$ cat src/rtl/mc_ctrl_pkg.sv
// Shared constants and types for the multi-cycle control FSM.
// The TRAP state exists only when MC_CTRL_TRAP_EN is defined.
package mc_ctrl_pkg;
  localparam logic [3:0] OP_AND = 4'h0;
  localparam logic [3:0] OP_OR  = 4'h1;
  localparam logic [3:0] OP_ADD = 4'h2;
  localparam logic [3:0] OP_SUB = 4'h6;
  localparam logic [3:0] OP_SLT = 4'h7;
  localparam logic [3:0] OP_LW  = 4'h8;
  localparam logic [3:0] OP_SW  = 4'hA;
  localparam logic [3:0] OP_BNE = 4'hE;

  localparam logic [1:0] SRCB_REG = 2'd0;
  localparam logic [1:0] SRCB_ONE = 2'd1;
  localparam logic [1:0] SRCB_IMM = 2'd2;

  typedef enum logic [2:0] {
    S_FETCH  = 3'd0,
    S_DECODE = 3'd1,
    S_EXEC   = 3'd2,
    S_MEM    = 3'd3,
    S_WB     = 3'd4
`ifdef MC_CTRL_TRAP_EN
    , S_TRAP = 3'd5
`endif
  } state_e;

  typedef struct packed {
    logic is_rtype;
    logic is_lw;
    logic is_sw;
    logic is_bne;
    logic is_illegal;
  } op_class_t;
endpackage

$ cat src/rtl/mc_op_class.sv
// Combinational opcode classifier shared by the EXEC, MEM and WB decode.
module mc_op_class
  import mc_ctrl_pkg::*;
(
  input  logic [3:0] opcode,
  output op_class_t  cls
);
  always_comb begin
    cls            = '0;
    cls.is_rtype   = (opcode == OP_AND) || (opcode == OP_OR) || (opcode == OP_ADD) ||
                     (opcode == OP_SUB) || (opcode == OP_SLT);
    cls.is_lw      = (opcode == OP_LW);
    cls.is_sw      = (opcode == OP_SW);
    cls.is_bne     = (opcode == OP_BNE);
    cls.is_illegal = !(cls.is_rtype || cls.is_lw || cls.is_sw || cls.is_bne);
  end
endmodule

$ cat src/rtl/mc_ctrl_fsm.sv
// Multi-cycle control FSM for the shared-ALU MIPS-style datapath.
// Define MC_CTRL_TRAP_EN to trap on illegal opcodes instead of treating them as NOPs.
module mc_ctrl_fsm
  import mc_ctrl_pkg::*;
#(
  parameter int CNT_W = 16,
  parameter int ST_W  = 3
) (
  input  logic             clk,
  input  logic             rst,
  input  logic             run,
  input  logic [3:0]       opcode,
  input  logic             mem_ready,
  input  logic             alu_eq,
  output logic [3:0]       alu_op,
  output logic             alu_src_a,
  output logic [1:0]       alu_src_b,
  output logic             iord,
  output logic             mem_re,
  output logic             mem_we,
  output logic             ir_we,
  output logic             mdr_we,
  output logic             ab_we,
  output logic             aluout_we,
  output logic             pc_we,
  output logic             pc_src,
  output logic             reg_we,
  output logic             reg_dst,
  output logic             mem_to_reg,
  output logic [CNT_W-1:0] instret,
  output logic [ST_W-1:0]  state_o,
  output logic             trap
);
  state_e    state, nxt;
  op_class_t cls;
  logic      retire;

  mc_op_class u_cls (.opcode(opcode), .cls(cls));

  always_ff @(posedge clk) begin
    if (rst) begin
      state   <= S_FETCH;
      instret <= '0;
    end else begin
      state <= nxt;
      if (retire) instret <= instret + CNT_W'(1);
    end
  end

  always_comb begin
    nxt        = state;
    retire     = 1'b0;
    alu_op     = 4'h0;
    alu_src_a  = 1'b0;
    alu_src_b  = SRCB_REG;
    iord       = 1'b0;
    mem_re     = 1'b0;
    mem_we     = 1'b0;
    ir_we      = 1'b0;
    mdr_we     = 1'b0;
    ab_we      = 1'b0;
    aluout_we  = 1'b0;
    pc_we      = 1'b0;
    pc_src     = 1'b0;
    reg_we     = 1'b0;
    reg_dst    = 1'b0;
    mem_to_reg = 1'b0;
    case (state)
      S_FETCH: if (run) begin
        mem_re    = 1'b1;
        alu_src_b = SRCB_ONE;
        alu_op    = OP_ADD;
        if (mem_ready) begin
          ir_we = 1'b1;
          pc_we = 1'b1;
          nxt   = S_DECODE;
        end
      end
      S_DECODE: begin
        // Speculatively form PC+sext(imm) in ALUOut for a possible BNE.
        ab_we     = 1'b1;
        aluout_we = 1'b1;
        alu_src_b = SRCB_IMM;
        alu_op    = OP_ADD;
`ifdef MC_CTRL_TRAP_EN
        nxt = cls.is_illegal ? S_TRAP : S_EXEC;
`else
        nxt = S_EXEC;
`endif
      end
      S_EXEC: begin
        if (cls.is_rtype) begin
          alu_op    = opcode;
          alu_src_a = 1'b1;
          aluout_we = 1'b1;
          nxt       = S_WB;
        end else if (cls.is_lw || cls.is_sw) begin
          alu_op    = opcode;
          alu_src_a = 1'b1;
          alu_src_b = SRCB_IMM;
          aluout_we = 1'b1;
          nxt       = S_MEM;
        end else if (cls.is_bne) begin
          alu_op    = OP_SUB;
          alu_src_a = 1'b1;
          pc_we     = !alu_eq;
          pc_src    = !alu_eq;
          nxt       = S_FETCH;
          retire    = 1'b1;
        end else begin
          nxt    = S_FETCH;
          retire = 1'b1;
        end
      end
      S_MEM: begin
        iord = 1'b1;
        if (cls.is_lw) begin
          mem_re = 1'b1;
          if (mem_ready) begin
            mdr_we = 1'b1;
            nxt    = S_WB;
          end
        end else if (cls.is_sw) begin
          mem_we = 1'b1;
          if (mem_ready) begin
            nxt    = S_FETCH;
            retire = 1'b1;
          end
        end else begin
          nxt = S_FETCH;
        end
      end
      S_WB: begin
        reg_we     = 1'b1;
        reg_dst    = cls.is_rtype;
        mem_to_reg = cls.is_lw;
        nxt        = S_FETCH;
        retire     = 1'b1;
      end
`ifdef MC_CTRL_TRAP_EN
      S_TRAP: nxt = S_TRAP;
`endif
      default: nxt = S_FETCH;
    endcase

    // Reset abandons any access in flight, including a write seen this cycle.
    if (rst) begin
      nxt        = S_FETCH;
      retire     = 1'b0;
      alu_op     = 4'h0;
      alu_src_a  = 1'b0;
      alu_src_b  = SRCB_REG;
      iord       = 1'b0;
      mem_re     = 1'b0;
      mem_we     = 1'b0;
      ir_we      = 1'b0;
      mdr_we     = 1'b0;
      ab_we      = 1'b0;
      aluout_we  = 1'b0;
      pc_we      = 1'b0;
      pc_src     = 1'b0;
      reg_we     = 1'b0;
      reg_dst    = 1'b0;
      mem_to_reg = 1'b0;
    end
  end

  assign state_o = ST_W'(state);

`ifdef MC_CTRL_TRAP_EN
  assign trap = (state == S_TRAP) && !rst;
`else
  assign trap = 1'b0;
`endif
endmodule

$ cat config.mk
export PLATFORM = sky130hd
export DESIGN_NAME = mc_ctrl_fsm
export DESIGN_NICKNAME = d
export VERILOG_FILES = /design/src/rtl/mc_ctrl_pkg.sv /design/src/rtl/mc_op_class.sv /design/src/rtl/mc_ctrl_fsm.sv
export SDC_FILE = /design/constraint.sdc
export NUM_CORES = 1
export LEC_CHECK = 0
export BUFFER_PORTS_ARGS = -buffer_cell sky130_fd_sc_hd__buf_2
export CAP_MARGIN = 30
export CORE_ASPECT_RATIO = 1.75
export CORE_MARGIN = 5
export CORE_UTILIZATION = 25
export DETAILED_ROUTE_END_ITERATION = 8
export GPL_ROUTABILITY_DRIVEN = 0
export GPL_TIMING_DRIVEN = 1
export PLACE_DENSITY = 0.52
export SYNTH_ARGS = -nofsm -noshare
export SYNTH_HDL_FRONTEND = slang
export SYNTH_SLANG_ARGS = --single-unit
$ cat constraint.sdc
create_clock -name clk -period 4.6 [get_ports clk]
set_input_delay 0.23 -clock clk [delete_from_list [all_inputs] [get_ports clk]]
set_output_delay 0.23 -clock clk [all_outputs]
set_load 0.03 [all_outputs]
# Yosys cells after proc, flatten, opt, wreduce, memory -nomap -nowiden
# Cells that the tools add are included.
# Widths: inputs -> output; s select.
# word_totals
regBits,19
out_inout_bits,39
input_bits,9
# op_classes
mux,67
reduce_logical,9
n_eq_ne,15
addsub,1
# ops
cell,n
$mux 1,44
$mux 3,8
$add 16x1->16 const B,1
$eq 4x4->1 const B,3
$mux 4,3
$pmux 3 s4,1
$pmux 4 s3,1
$mux 2,5
$eq 4x3->1 const B,2
$eq 3x2->1 const B,2
$ne 3x3->1 const B,2
$pmux 1 s2,3
$pmux 2 s3,1
$logic_or 1x1->1,5
$eq 4x1->1 const B,1
$eq 4x2->1 const B,1
$logic_not 4->1,1
$ne 2x2->1 const B,2
$reduce_and 4->1,1
$eq 3x1->1 const B,1
$eq 3x3->1 const B,1
$logic_not 3->1,1
$pmux 1 s3,1
$logic_not 1->1,1

# Logic depth before layout (Yosys ltp)
# Gate-level depths: netlist (run 1).
# depth
ltp_word,8
depth_mapped,6
depth_no_buf,4

# By module
# A second synthesis (run 1) with hierarchy kept.
# unflattened
hier_cells,178
area_unflattened_um2,1458.9
# by_module_without_submodules
module,area_each_um2,cells_each,n_inst,seq_area_each_um2
mc_ctrl_fsm,1396.3,170,1,380.4
mc_op_class,62.6,8,1,0.0

# Worst setup path before layout (run 1)
# Ideal clock, no wire load.
# synth_path
kind,flip-flop to output port
from,register state[2] (netlist: state_o[2])
to,output mem_to_reg
required_time_ps,4370
t_arrival_ps,2089
path_slack_ps,2281
path_buffers,1
path_stages_with_launch,4
cell_sequence,dfxtp_1 buf_4 or3b_1 nor4_1
# synth_via
elab_chain_len,3
# synth_lines
item,line,source
from (decl),mc_ctrl_fsm.sv:34,"state_e state, nxt;"
from (signal assigned),mc_ctrl_fsm.sv:45,state <= nxt;
$eq 3x3->1,mc_ctrl_fsm.sv:68,case (state)
$mux 1,mc_ctrl_fsm.sv:68,
$mux 1,mc_ctrl_fsm.sv:147,if (rst) begin
to (decl),mc_ctrl_fsm.sv:29,"output logic mem_to_reg,"
# No other way between the ends.

# Worst setup path after layout (run 1)
# layout_path
from,register state[1] (netlist: state_o[1])
to,register instret[15]
# layout_via
elab_chain_len,3
# layout_lines
item,line,source
$eq 3x3->1 / $eq 3x2->1 (equally long branches),mc_ctrl_fsm.sv:68,
$pmux 1 s3 (*),mc_ctrl_fsm.sv:68,
$mux 1 (*),mc_ctrl_fsm.sv:147,
to (signal assigned),mc_ctrl_fsm.sv:46,if (retire) instret <= instret + CNT_W'(1);
to (decl),mc_ctrl_fsm.sv:30,"output logic [CNT_W-1:0] instret,"
# Mark *: on every way between the ends. The rest lies on a longest branch, timed or not.
# A chain may end at the register's enable or synchronous reset.

==> impl_metrics.tcl, run 1 <==
set metrics [dict create \
    clock_tree.htree_level_count 1 \
    drc 0 \
    fin_ws_ns 2.40 \
    ys_seq_area_share_pct 25.9 \
    holdBufCountCts 0 \
    p_leak_nw 0.771 \
    synthTopCellsByCount "sky130_fd_sc_hd__nor2_1, sky130_fd_sc_hd__dfxtp_1, sky130_fd_sc_hd__nor2b_1" \
    post-synth-top-area-cell "sky130_fd_sc_hd__dfxtp_1" \
    rsz0062_at_grt "no" \
    worst_margin_slew_ns 0.751 \
    core.rowCount 37 \
    cts_resized 0 \
    endpoint_type_of_the_worst_setup_path "flip-flop" \
    detailroute.via_count 1434 \
    path_cells "nor3b_4 -> o221ai_2 -> a2111oi_2 -> mux2_2" \
    regToRegSetupSlack_ns 2.40 \
    yosys.area_share.xor_xnor_pct 0 \
    synth.area.top_cells "sky130_fd_sc_hd__dfxtp_1, sky130_fd_sc_hd__mux2_2, sky130_fd_sc_hd__nor2b_1, sky130_fd_sc_hd__nor2_1, sky130_fd_sc_hd__a211oi_2" \
    syn_nets 191 \
    shortest_period_the_worst_path_allows_ns 2.20 \
    cp.depth 4 \
    grt_first_pass_wirelength_mm 6.78 \
    synth_top_cell_area_share_pct 25.9 \
    drtAntennaViolNets 0 \
    part_of_the_power_in_combinational_logic_pct 17.5 \
    clock_power_share_pct 34.8 \
    timing.reg2reg.worst_path_depth 4 \
    clkLatencyLatePin_ns 0.27 \
    num-fill-cells 647 \
    area_delta_synth_final_pct 19.7 \
    worst_hold_path_type "input pin to flip-flop" \
    path_delay_family "compound AO/OA/AOI/OAI gates" \
    drv_slew 0 \
    critical_path_start "state_o[1]$_SDFFE_PP0P_" \
    finalHoldViolations 0 \
    max_stage_delay_ns 0.57 \
    clk_slew_on_worst_s_h_paths_ns 0.08 \
    cp_data_required_time_ns 4.76 \
    insertedDiodeCount 0 \
    post-dp-hpwl_mm 3.32 \
    cts_tree "done" \
    power.density_nw_per_um2 202 \
    finalCoreUtilization_pct 30.3 \
    cp_max_fo 14 \
    grt_usage_pct 11.4 \
    timing.rr.start "state_o[1]$_SDFFE_PP0P_" \
    grt_pass1_vias 1404 \
    die_width_um 67.9 \
    yosys.cell_count.top_type "sky130_fd_sc_hd__nor2_1" \
    synth_simple_gate_area_share_pct 34.8 \
    syn_area_um2 1470 \
    synth-seq-cells 19 \
    r2r_end "instret[15]$_SDFFE_PP0P_" \
    slew-limit-headroom_pct 49.9 \
    tritoncts.num_buffers 3 \
    pre_cts_slack_ns 2.40 \
    number_of_enable_type_register_cells_in_the_synthesized_netlist 0 \
    post_cts.repair.setup_buffers 0 \
    cellInternalPower_w 0.000245 \
    post_drt_wl_per_cell_um 14.3 \
    io-pin-count 48 \
    postRouteWirelength_mm 4.20 \
    tns_ns 0 \
    power.share.sequential_pct 47.8 \
    total_core_area_um2 5790 \
    critPathSlowestCell "sky130_fd_sc_hd__dfxtp_1" \
    drt_pass1_iterations 4 \
    critical_path_buf_inv_count 0 \
    grt.overflow.total 0 \
    die_height_um 111 \
    synth-compound-area-share_pct 20.8 \
    report.final.setup_viol 0 \
    final.period_utilization_pct 47.9 \
    switching_share_of_power_pct 31.0 \
    power_spent_charging_and_discharging_nets_w 0.000110 \
    vdd_drop_max_mv 0.0822 \
    start_util_pct 25.3 \
    worst_clock_skew_ns 0.00843 \
    synth-adder-area-share_pct 0.853 \
    multiplexer_fraction_of_the_synthesized_cell_area_pct 10.8 \
    synth_cell_types 46 \
    grt_max_degree 39 \
    num_clock_sinks 19 \
    cts_root_buf "sky130_fd_sc_hd__clkbuf_8" \
    syn_area_per_cell_um2 8.10 \
    setup.worst_path.class "flip-flop to flip-flop" \
    worst_setup_path_start_kind "flip-flop" \
    initialDrtViolationCount 60 \
    portBuffers 46 \
    netlist_instances 181 \
    postSynth.topFlopCell "sky130_fd_sc_hd__dfxtp_1" \
    fmaxAchievable_mhz 454 \
    number_of_antenna_violations_at_the_first_check_in_global_routing 0 \
    crit_arrival_ns 2.37 \
    drive_above_1_share_pct 34.6 \
    viasPerCell 4.86 \
    max-clock-path-buffers 2 \
    synth_async_sr_flop_share_pct 0 \
    maxCapViolCount 0 \
    cp-endpoint "instret[15]$_SDFFE_PP0P_" \
    dieArea_um2 7560 \
    dominant_combinational_cell_family_by_area_after_synthesis "simple AND/OR/NAND/NOR gates" \
    outcome "finished clean" \
    layout.nets 228 \
    ys.warnings.count 0 \
]
metal layers:
layer | global-route usage, % | part of all wire, % | vias up
met4 | 2.92 | 1.2 | 0
met1 | 11.7 | 36 | 683
met5 | 0 | 0 | -
met3 | 2.13 | 5.2 | 4
met2 | 22.2 | 57 | 32
li1 | - | - | 715
cell type report:
type	instances	area [µm²]	share of cell area [%]
tap	78	97.6	5.56
clock inverter	1	5.00	0.285
clock buffer	3	41.3	2.35
multi-input combinational	145	990	56.4
timing repair buffer	46	230	13.1
sequential	19	380	21.7
inverter	3	11.3	0.641
logic make-up (layout without fill, tap and decap cells):
group,count (synthesis),count (layout)
compound gates,37,37
buf+inv,17,53
simple gates,92,92
other cells,1,1
flops,19,19
mux,14,14
fa+ha+maj,1,1
how the worst min path moves through the flow:
stage                                        from                       to  slack (ns)  depth (start not counted)
after floorplan                         mem_ready  state_o[2]$_SDFFE_PP0P_        0.41                          2
after global placement    instret[1]$_SDFFE_PP0P_  instret[1]$_SDFFE_PP0P_        0.51                          2
after detailed placement  instret[1]$_SDFFE_PP0P_  instret[1]$_SDFFE_PP0P_        0.51                          2
after CTS                               mem_ready  state_o[2]$_SDFFE_PP0P_        0.31                          3
after global routing                    mem_ready  state_o[2]$_SDFFE_PP0P_        0.35                          3
final                                   mem_ready  state_o[2]$_SDFFE_PP0P_        0.30                          3
placed cells by master, fill, tap and decap left out, types with 2 or more instances in the layout:
cell	n
sky130_fd_sc_hd__buf_2	46
sky130_fd_sc_hd__nor2_1	27
sky130_fd_sc_hd__dfxtp_1	19
sky130_fd_sc_hd__nor2b_1	17
sky130_fd_sc_hd__nand2_1	13
sky130_fd_sc_hd__mux2_2	11
sky130_fd_sc_hd__a21oi_1	9
sky130_fd_sc_hd__a211oi_1	5
sky130_fd_sc_hd__o21ai_0	5
sky130_fd_sc_hd__nor3_1	5
sky130_fd_sc_hd__nand3_1	5
sky130_fd_sc_hd__and3_1	4
sky130_fd_sc_hd__a211oi_2	4
sky130_fd_sc_hd__nand4_1	4
sky130_fd_sc_hd__inv_1	3
sky130_fd_sc_hd__and2_1	3
sky130_fd_sc_hd__mux2_1	3
sky130_fd_sc_hd__clkbuf_8	3
sky130_fd_sc_hd__and4_1	2
sky130_fd_sc_hd__nand3b_1	2
sky130_fd_sc_hd__o21a_1	2
sky130_fd_sc_hd__o41ai_1	2
sky130_fd_sc_hd__a2111oi_2	2
power by group through the flow:
| stage | sequential, W | combinational [W] | clock, W |
|---|---|---|---|
| 4_1_cts | 0.000170 | 0.0000629 | 0.000126 |
| 3_3_place_gp | 0.000174 | 0.0000624 | 0 |
| 6_report | 0.000170 | 0.0000620 | 0.000123 |
| 2_1_floorplan | 0.000174 | 0.0000471 | 0 |
| 5_1_grt | 0.000170 | 0.0000685 | 0.000134 |
| 3_5_place_dp | 0.000174 | 0.0000628 | 0 |
worst register-to-register path, cell delays in order, from the launching register on:
cell	delay, ns
sky130_fd_sc_hd__dfxtp_1	0.57
sky130_fd_sc_hd__nor3b_4	0.34
sky130_fd_sc_hd__o221ai_2	0.35
sky130_fd_sc_hd__a2111oi_2	0.47
sky130_fd_sc_hd__mux2_2	0.37
flip-flops by register name, indices dropped and copies added (netlist names):
name,flops
instret,16
state_o,3
per-stage QoR:
stage / power [W] / instance area [µm²] / hold slack (ns) / std cells
after floorplan: 0.000221 / 1470 / 0.406 / 181
after global placement: 0.000236 / 1710 / 0.508 / 291
after detailed placement: 0.000236 / 1710 / 0.511 / 291
after CTS: 0.000358 / 1760 / 0.307 / 295
after global routing: 0.000373 / 1760 / 0.351 / 295
final: 0.000355 / 1760 / 0.305 / 295
(Power assumes the default switching activity.)
==> run 2, diff against run 1 <==
Clock period 4.6 ns to 2.05 ns, I/O delays scaled along.
==> run 2 against run 1 <==
First-iteration DRC count grew 65%; flip-flop and latch count stayed put; register-to-register slack lost 2.3 ns; die area unchanged.
==> impl_metrics.tcl, run 2 (synthesis gave the netlist of run 1 again) <==
set metrics [dict create \
    outcome "finished clean" \
    initialDrtViolationCount 99 \
    grt-busiest-layer "met2" \
    io-pin-count 48 \
    clk_slew_on_worst_s_h_paths_ns 0.07 \
    grt_usage_pct 11.9 \
    grt_first_pass_wirelength_mm 7.06 \
    post_drt_wl_per_cell_um 14.1 \
    global_route.usage.met3_pct 1.52 \
    drive_above_1_share_pct 38.4 \
    tritoncts.num_buffers 3 \
    postRouteWirelength_mm 4.32 \
    area_delta_synth_final_pct 26.3 \
    hold_slack_ns 0.205 \
    rsz0062_at_grt "no" \
    drv_slew 0 \
    largest_reg_flops 16 \
    cp_data_required_time_ns 2.19 \
    worst_hold_path_type "input pin to flip-flop" \
    maxCapViolCount 0 \
    grt.overflow.total 0 \
    insertedDiodeCount 0 \
    drc 0 \
    drt_pass1_iterations 4 \
    post-dp-hpwl_mm 3.57 \
    setup.worst_path.class "flip-flop to flip-flop" \
    dieArea_um2 7560 \
    drtAntennaViolNets 0 \
    cp_max_fo 14 \
    clkLatencyLatePin_ns 0.25 \
    die_height_um 111 \
    slew-limit-headroom_pct 64.1 \
    final.period_utilization_pct 93.1 \
    num_clock_sinks 19 \
    endpoint_type_of_the_worst_setup_path "flip-flop" \
    cts_root_buf "sky130_fd_sc_hd__clkbuf_8" \
    viasPerCell 4.80 \
    grt.met1_usage_pct 12.7 \
    finalHoldViolations 0 \
    total_core_area_um2 5790 \
    clock_tree.htree_level_count 1 \
    power.density_nw_per_um2 426 \
    crit_arrival_ns 2.05 \
    detailroute.via_count 1474 \
    number_of_antenna_violations_at_the_first_check_in_global_routing 0 \
    worst_setup_path_start_kind "flip-flop" \
    mostFrequentLayoutCells "sky130_fd_sc_hd__buf_2, sky130_fd_sc_hd__nor2_1, sky130_fd_sc_hd__dfxtp_1" \
    grt_max_degree 29 \
    post_cts.repair.setup_buffers 0 \
    report.final.setup_viol 0 \
    mostFrequentLayoutCell "sky130_fd_sc_hd__buf_2" \
    die_width_um 67.9 \
    worst_clock_skew_ns 0.00154 \
    core.rowCount 37 \
    fmaxAchievable_mhz 524 \
    worst_margin_slew_ns 0.539 \
    layout.nets 240 \
    portBuffers 46 \
    grt_pass1_vias 1453 \
    cts_resized 0 \
    shortest_period_the_worst_path_allows_ns 1.91 \
    max-clock-path-buffers 2 \
    vdd_drop_max_mv 0.312 \
    cts_tree "done" \
    holdBufCountCts 0 \
    start_util_pct 25.3 \
    largest_register_by_flop_count "instret" \
    p_leak_nw 0.829 \
    groute.layer.met2.usage_pct 22.4 \
    finalCoreUtilization_pct 32.0 \
]
## run 2: cell count changes in the layout (fill, tap and decap cells not counted), sizes merged
cell    before  now
buf         46   58
clkbuf       3    4
clkinv       1    0
## run 2: path summary, 6_finish.rpt
kind,slack [ns],from,depth (start not counted),to
setup / recovery,0.14,state_o[1]$_SDFFE_PP0P_,5,instret[15]$_SDFFE_PP0P_
hold / removal,0.21,rst,2,instret[0]$_SDFFE_PP0P_
setup reg to reg,0.14,state_o[1]$_SDFFE_PP0P_,5,instret[15]$_SDFFE_PP0P_
hold reg to reg,0.52,instret[1]$_SDFFE_PP0P_,2,instret[1]$_SDFFE_PP0P_
## run 2: final cells by class
cell class	instances	area (µm²)
multi-input combinational	145	996
timing repair buffer	58	320
clock buffer	4	45.0
fill	646	3940
inverter	3	11.3
sequential	19	382
tap	78	97.6
## run 2: where the power goes
group | leakage, nW | switching, W | internal [W] | total, W
Sequential | 0.154 | 0.00000488 | 0.000373 | 0.000377
Clock | 0.0228 | 0.000119 | 0.000138 | 0.000256
Combinational | 0.653 | 0.000104 | 0.0000510 | 0.000155
## run 2: per-layer routing
metal	wire, µm	up-vias
met1	1650	680
met3	199	8
li1	-	749
met2	2380	37
met4	95	0
met5	0	-
## run 2: worst max-delay path, cell delays in order, from the launching register on
cell,delay [ns]
sky130_fd_sc_hd__dfxtp_1,0.35
sky130_fd_sc_hd__buf_4,0.18
sky130_fd_sc_hd__or3b_1,0.39
sky130_fd_sc_hd__o41a_4,0.19
sky130_fd_sc_hd__a2111oi_2,0.33
sky130_fd_sc_hd__mux2_2,0.37
## run 2: metrics by stage
step | TNS (ns) | instance area [µm²] | instances | power [W] | worst slack [ns]
2_1_floorplan | -0.0243 | 1470 | 181 | 0.000496 | -0.0113
3_3_place_gp | 0 | 1810 | 303 | 0.000541 | 0.163
3_5_place_dp | 0 | 1810 | 303 | 0.000542 | 0.145
4_1_cts | 0 | 1850 | 307 | 0.000801 | 0.0716
5_1_grt | 0 | 1850 | 307 | 0.000835 | 0.0352
6_report | 0 | 1850 | 307 | 0.000789 | 0.141
==> run 3, diff against run 2 <==
==> constraint.sdc (replaced) <==
create_clock -name clk -period 2.05 [get_ports clk]
set_input_delay 0.41 -clock clk [delete_from_list [all_inputs] [get_ports clk]]
set_output_delay 0.41 -clock clk [all_outputs]
set_load 0.03 [all_outputs]
==> run 3 against run 2 <==
Clock power rose by 7.8%; power increased by 7.5%; sequential power hardly changed; largest cell class unchanged; wire length up 4.2%; critical path type is now flip-flop to output pin; fmax is 4.9% lower; final cell count up 5.9%; combinational power increased by 27%; design area is 15% higher; count of clock-buffer cells in the layout is the same; critical path depth unchanged; worst setup slack got worse by 0.098 ns.
==> impl_metrics.tcl, run 3 (synthesis gave the netlist of run 1 again) <==
set metrics [dict create \
    hold_slack_ns 0.522 \
    layout.nets 258 \
    seqCellArea_um2 392 \
    cts_root_buf "sky130_fd_sc_hd__clkbuf_8" \
    shortest_period_the_worst_path_allows_ns 2.01 \
    insertedDiodeCount 0 \
    drtAntennaViolNets 0 \
    tritoncts.num_buffers 3 \
    num-fill-cells 607 \
    viasPerCell 4.76 \
    die_height_um 111 \
    multiInputGateArea_um2 1100 \
    num_clock_sinks 19 \
    worst_clock_skew_ns 0.00218 \
    routed-wl-met2_mm 2.53 \
    clkLatencyLatePin_ns 0.26 \
    outcome "finished clean" \
    start_util_pct 25.3 \
    finalHoldViolations 0 \
    holdBufCountCts 0 \
    post-dp-hpwl_mm 3.69 \
    max-clock-path-buffers 2 \
    cp_data_required_time_ns 1.64 \
    worstHoldStart "instret[1]$_SDFFE_PP0P_" \
    r2r_end "instret[14]$_SDFFE_PP0P_" \
    path_cells "or3b_4 -> buf_4 -> nor2_4 -> and2_2 -> buf_2" \
    clk_slew_on_worst_s_h_paths_ns 0.08 \
    fin_area_um2 2120 \
    power.density_nw_per_um2 400 \
    mostFrequentLayoutCells "sky130_fd_sc_hd__buf_2, sky130_fd_sc_hd__buf_4, sky130_fd_sc_hd__nor2_1" \
    largest_register_by_flop_count "instret" \
    final.period_utilization_pct 97.9 \
    regToRegSetupSlack_ns 0.13 \
    dieArea_um2 7560 \
    timing.rr.start "state_o[0]$_SDFFE_PP0P_" \
    portBuffers 46 \
    min_path_cells 2 \
    drc 0 \
    initialDrtViolationCount 70 \
    timing.hold.worst_endpoint "instret[1]$_SDFFE_PP0P_" \
    fmaxAchievable_mhz 498 \
    area_delta_synth_final_pct 44.6 \
    worst_hold_path_type "flip-flop to flip-flop" \
    postRouteWirelength_mm 4.50 \
    highest_layer "met4" \
    power_spent_charging_and_discharging_nets_w 0.000261 \
    setup.worst_path.class "flip-flop to output pin" \
    core.rowCount 37 \
    drive_above_1_share_pct 49.0 \
    power.share.sequential_pct 44.3 \
    post_drt_wl_per_cell_um 13.8 \
    grt_first_pass_wirelength_mm 6.96 \
    stdcell_count 325 \
    switching_share_of_power_pct 30.8 \
    number_of_antenna_violations_at_the_first_check_in_global_routing 0 \
    placed_cells 317 \
    endpoint_type_of_the_worst_setup_path "output pin" \
    placement.cell_area_um2 1970 \
    p_leak_nw 0.942 \
    worst_setup_path_start_kind "flip-flop" \
    io-pin-count 48 \
    grt_max_degree 32 \
    clock_power_share_pct 32.5 \
    cts_tree "done" \
    maxCapViolCount 0 \
    timing.reg2reg.worst_path_depth 6 \
    drt_pass1_iterations 4 \
    die_width_um 67.9 \
    cellInternalPower_w 0.000587 \
    rsz0062_at_grt "no" \
    max_stage_delay_ns 0.40 \
    drv_slew 0 \
    clock_tree.htree_level_count 1 \
    vdd_drop_max_mv 0.182 \
    crit_arrival_ns 1.60 \
    largest_reg_flops 16 \
    critPathSlowestCell "sky130_fd_sc_hd__or3b_4" \
    grt_pass1_vias 1412 \
    mostFrequentLayoutCell "sky130_fd_sc_hd__buf_2" \
    detailroute.wirelength.met3_um 229 \
    grt_usage_pct 11.8 \
    detailroute.via_count 1548 \
    report.final.setup_viol 0 \
    grt.overflow.total 0 \
    total_core_area_um2 5790 \
    wirelength_met1_mm 1.61 \
    cp_max_fo 5 \
    part_of_the_power_in_combinational_logic_pct 23.2 \
]
[run 3: cell count changes in the layout (fill, tap and decap cells not counted), moves of 2 or more]
cell                       before  now
sky130_fd_sc_hd__dfxtp_1       18   16
sky130_fd_sc_hd__nor2_1        27   24
sky130_fd_sc_hd__a211oi_2       4    6
sky130_fd_sc_hd__nor2_4         0    2
sky130_fd_sc_hd__nor3_2         0    3
sky130_fd_sc_hd__a211oi_1       5    3
sky130_fd_sc_hd__dfxtp_4        0    3
sky130_fd_sc_hd__nor3_1         5    2
sky130_fd_sc_hd__buf_4         12   30
sky130_fd_sc_hd__buf_2         46   43
[run 3: power by group through the flow]
stage	clock (W)	sequential [W]	combinational [W]
5_1_grt	0.000295	0.000376	0.000212
6_report	0.000276	0.000375	0.000197
2_1_floorplan	0	0.000390	0.000112
4_1_cts	0.000286	0.000376	0.000191
3_5_place_dp	0	0.000387	0.000186
3_3_place_gp	0	0.000387	0.000185
[run 3: critical path: cells and delay by family (launching register included)]
family,cells,cell delay [ns]
buf+inv,2,0.35
flops,1,0.37
simple gates,3,0.61
[run 3: cell type report]
type | instances | area share, %
repair buffers | 76 | 22.6
multi-input cells | 145 | 51.7
clock buffers | 4 | 2.12
well taps | 78 | 4.60
inverters | 3 | 0.531
flip-flops and latches | 19 | 18.5
[run 3: per-stage QoR]
stage,power [W],utilization [%],setup slack (ns),TNS [ns]
2_1_floorplan,0.000502,-,-0.0610,-0.101
3_3_place_gp,0.000572,34.1,-0.0273,-0.132
3_5_place_dp,0.000573,34.1,-0.0680,-0.264
4_1_cts,0.000854,35.7,0.000453,0
5_1_grt,0.000884,36.6,0.00661,0
6_report,0.000848,36.6,0.0429,0
[run 3: layer usage]
| layer | vias up | track usage, % |
|---|---|---|
| met5 | - | 0 |
| met4 | 0 | 4.91 |
| met3 | 8 | 2.23 |
| met2 | 39 | 22.3 |
| met1 | 719 | 11.9 |
| li1 | 782 | - |
[run 3: repair_timing]
action,in CTS,in global routing
gates cloned,0,0
resized for setup,9,8
setup endpoints to repair,6,10
endpoints found under the hold margin,0,0
setup buffers,3,1
[run 3: worst max-delay path by stage]
| stage | startpoint | endpoint | slack [ns] | cells after the start |
|---|---|---|---|---|
| after global routing | state_o[0]$_SDFFE_PP0P_ | reg_dst | 0.007 | 5 |
| final | state_o[0]$_SDFFE_PP0P_ | reg_dst | 0.04 | 5 |
| after CTS | state_o[0]$_SDFFE_PP0P_ | mem_to_reg | 0.0005 | 4 |
| after detailed placement | opcode[2] | instret[13]$_SDFFE_PP0P_ | -0.07 | 5 |
| after global placement | opcode[0] | mem_re | -0.03 | 5 |
| after floorplan | state_o[0]$_SDFFE_PP0P_ | mem_to_reg | -0.06 | 3 |
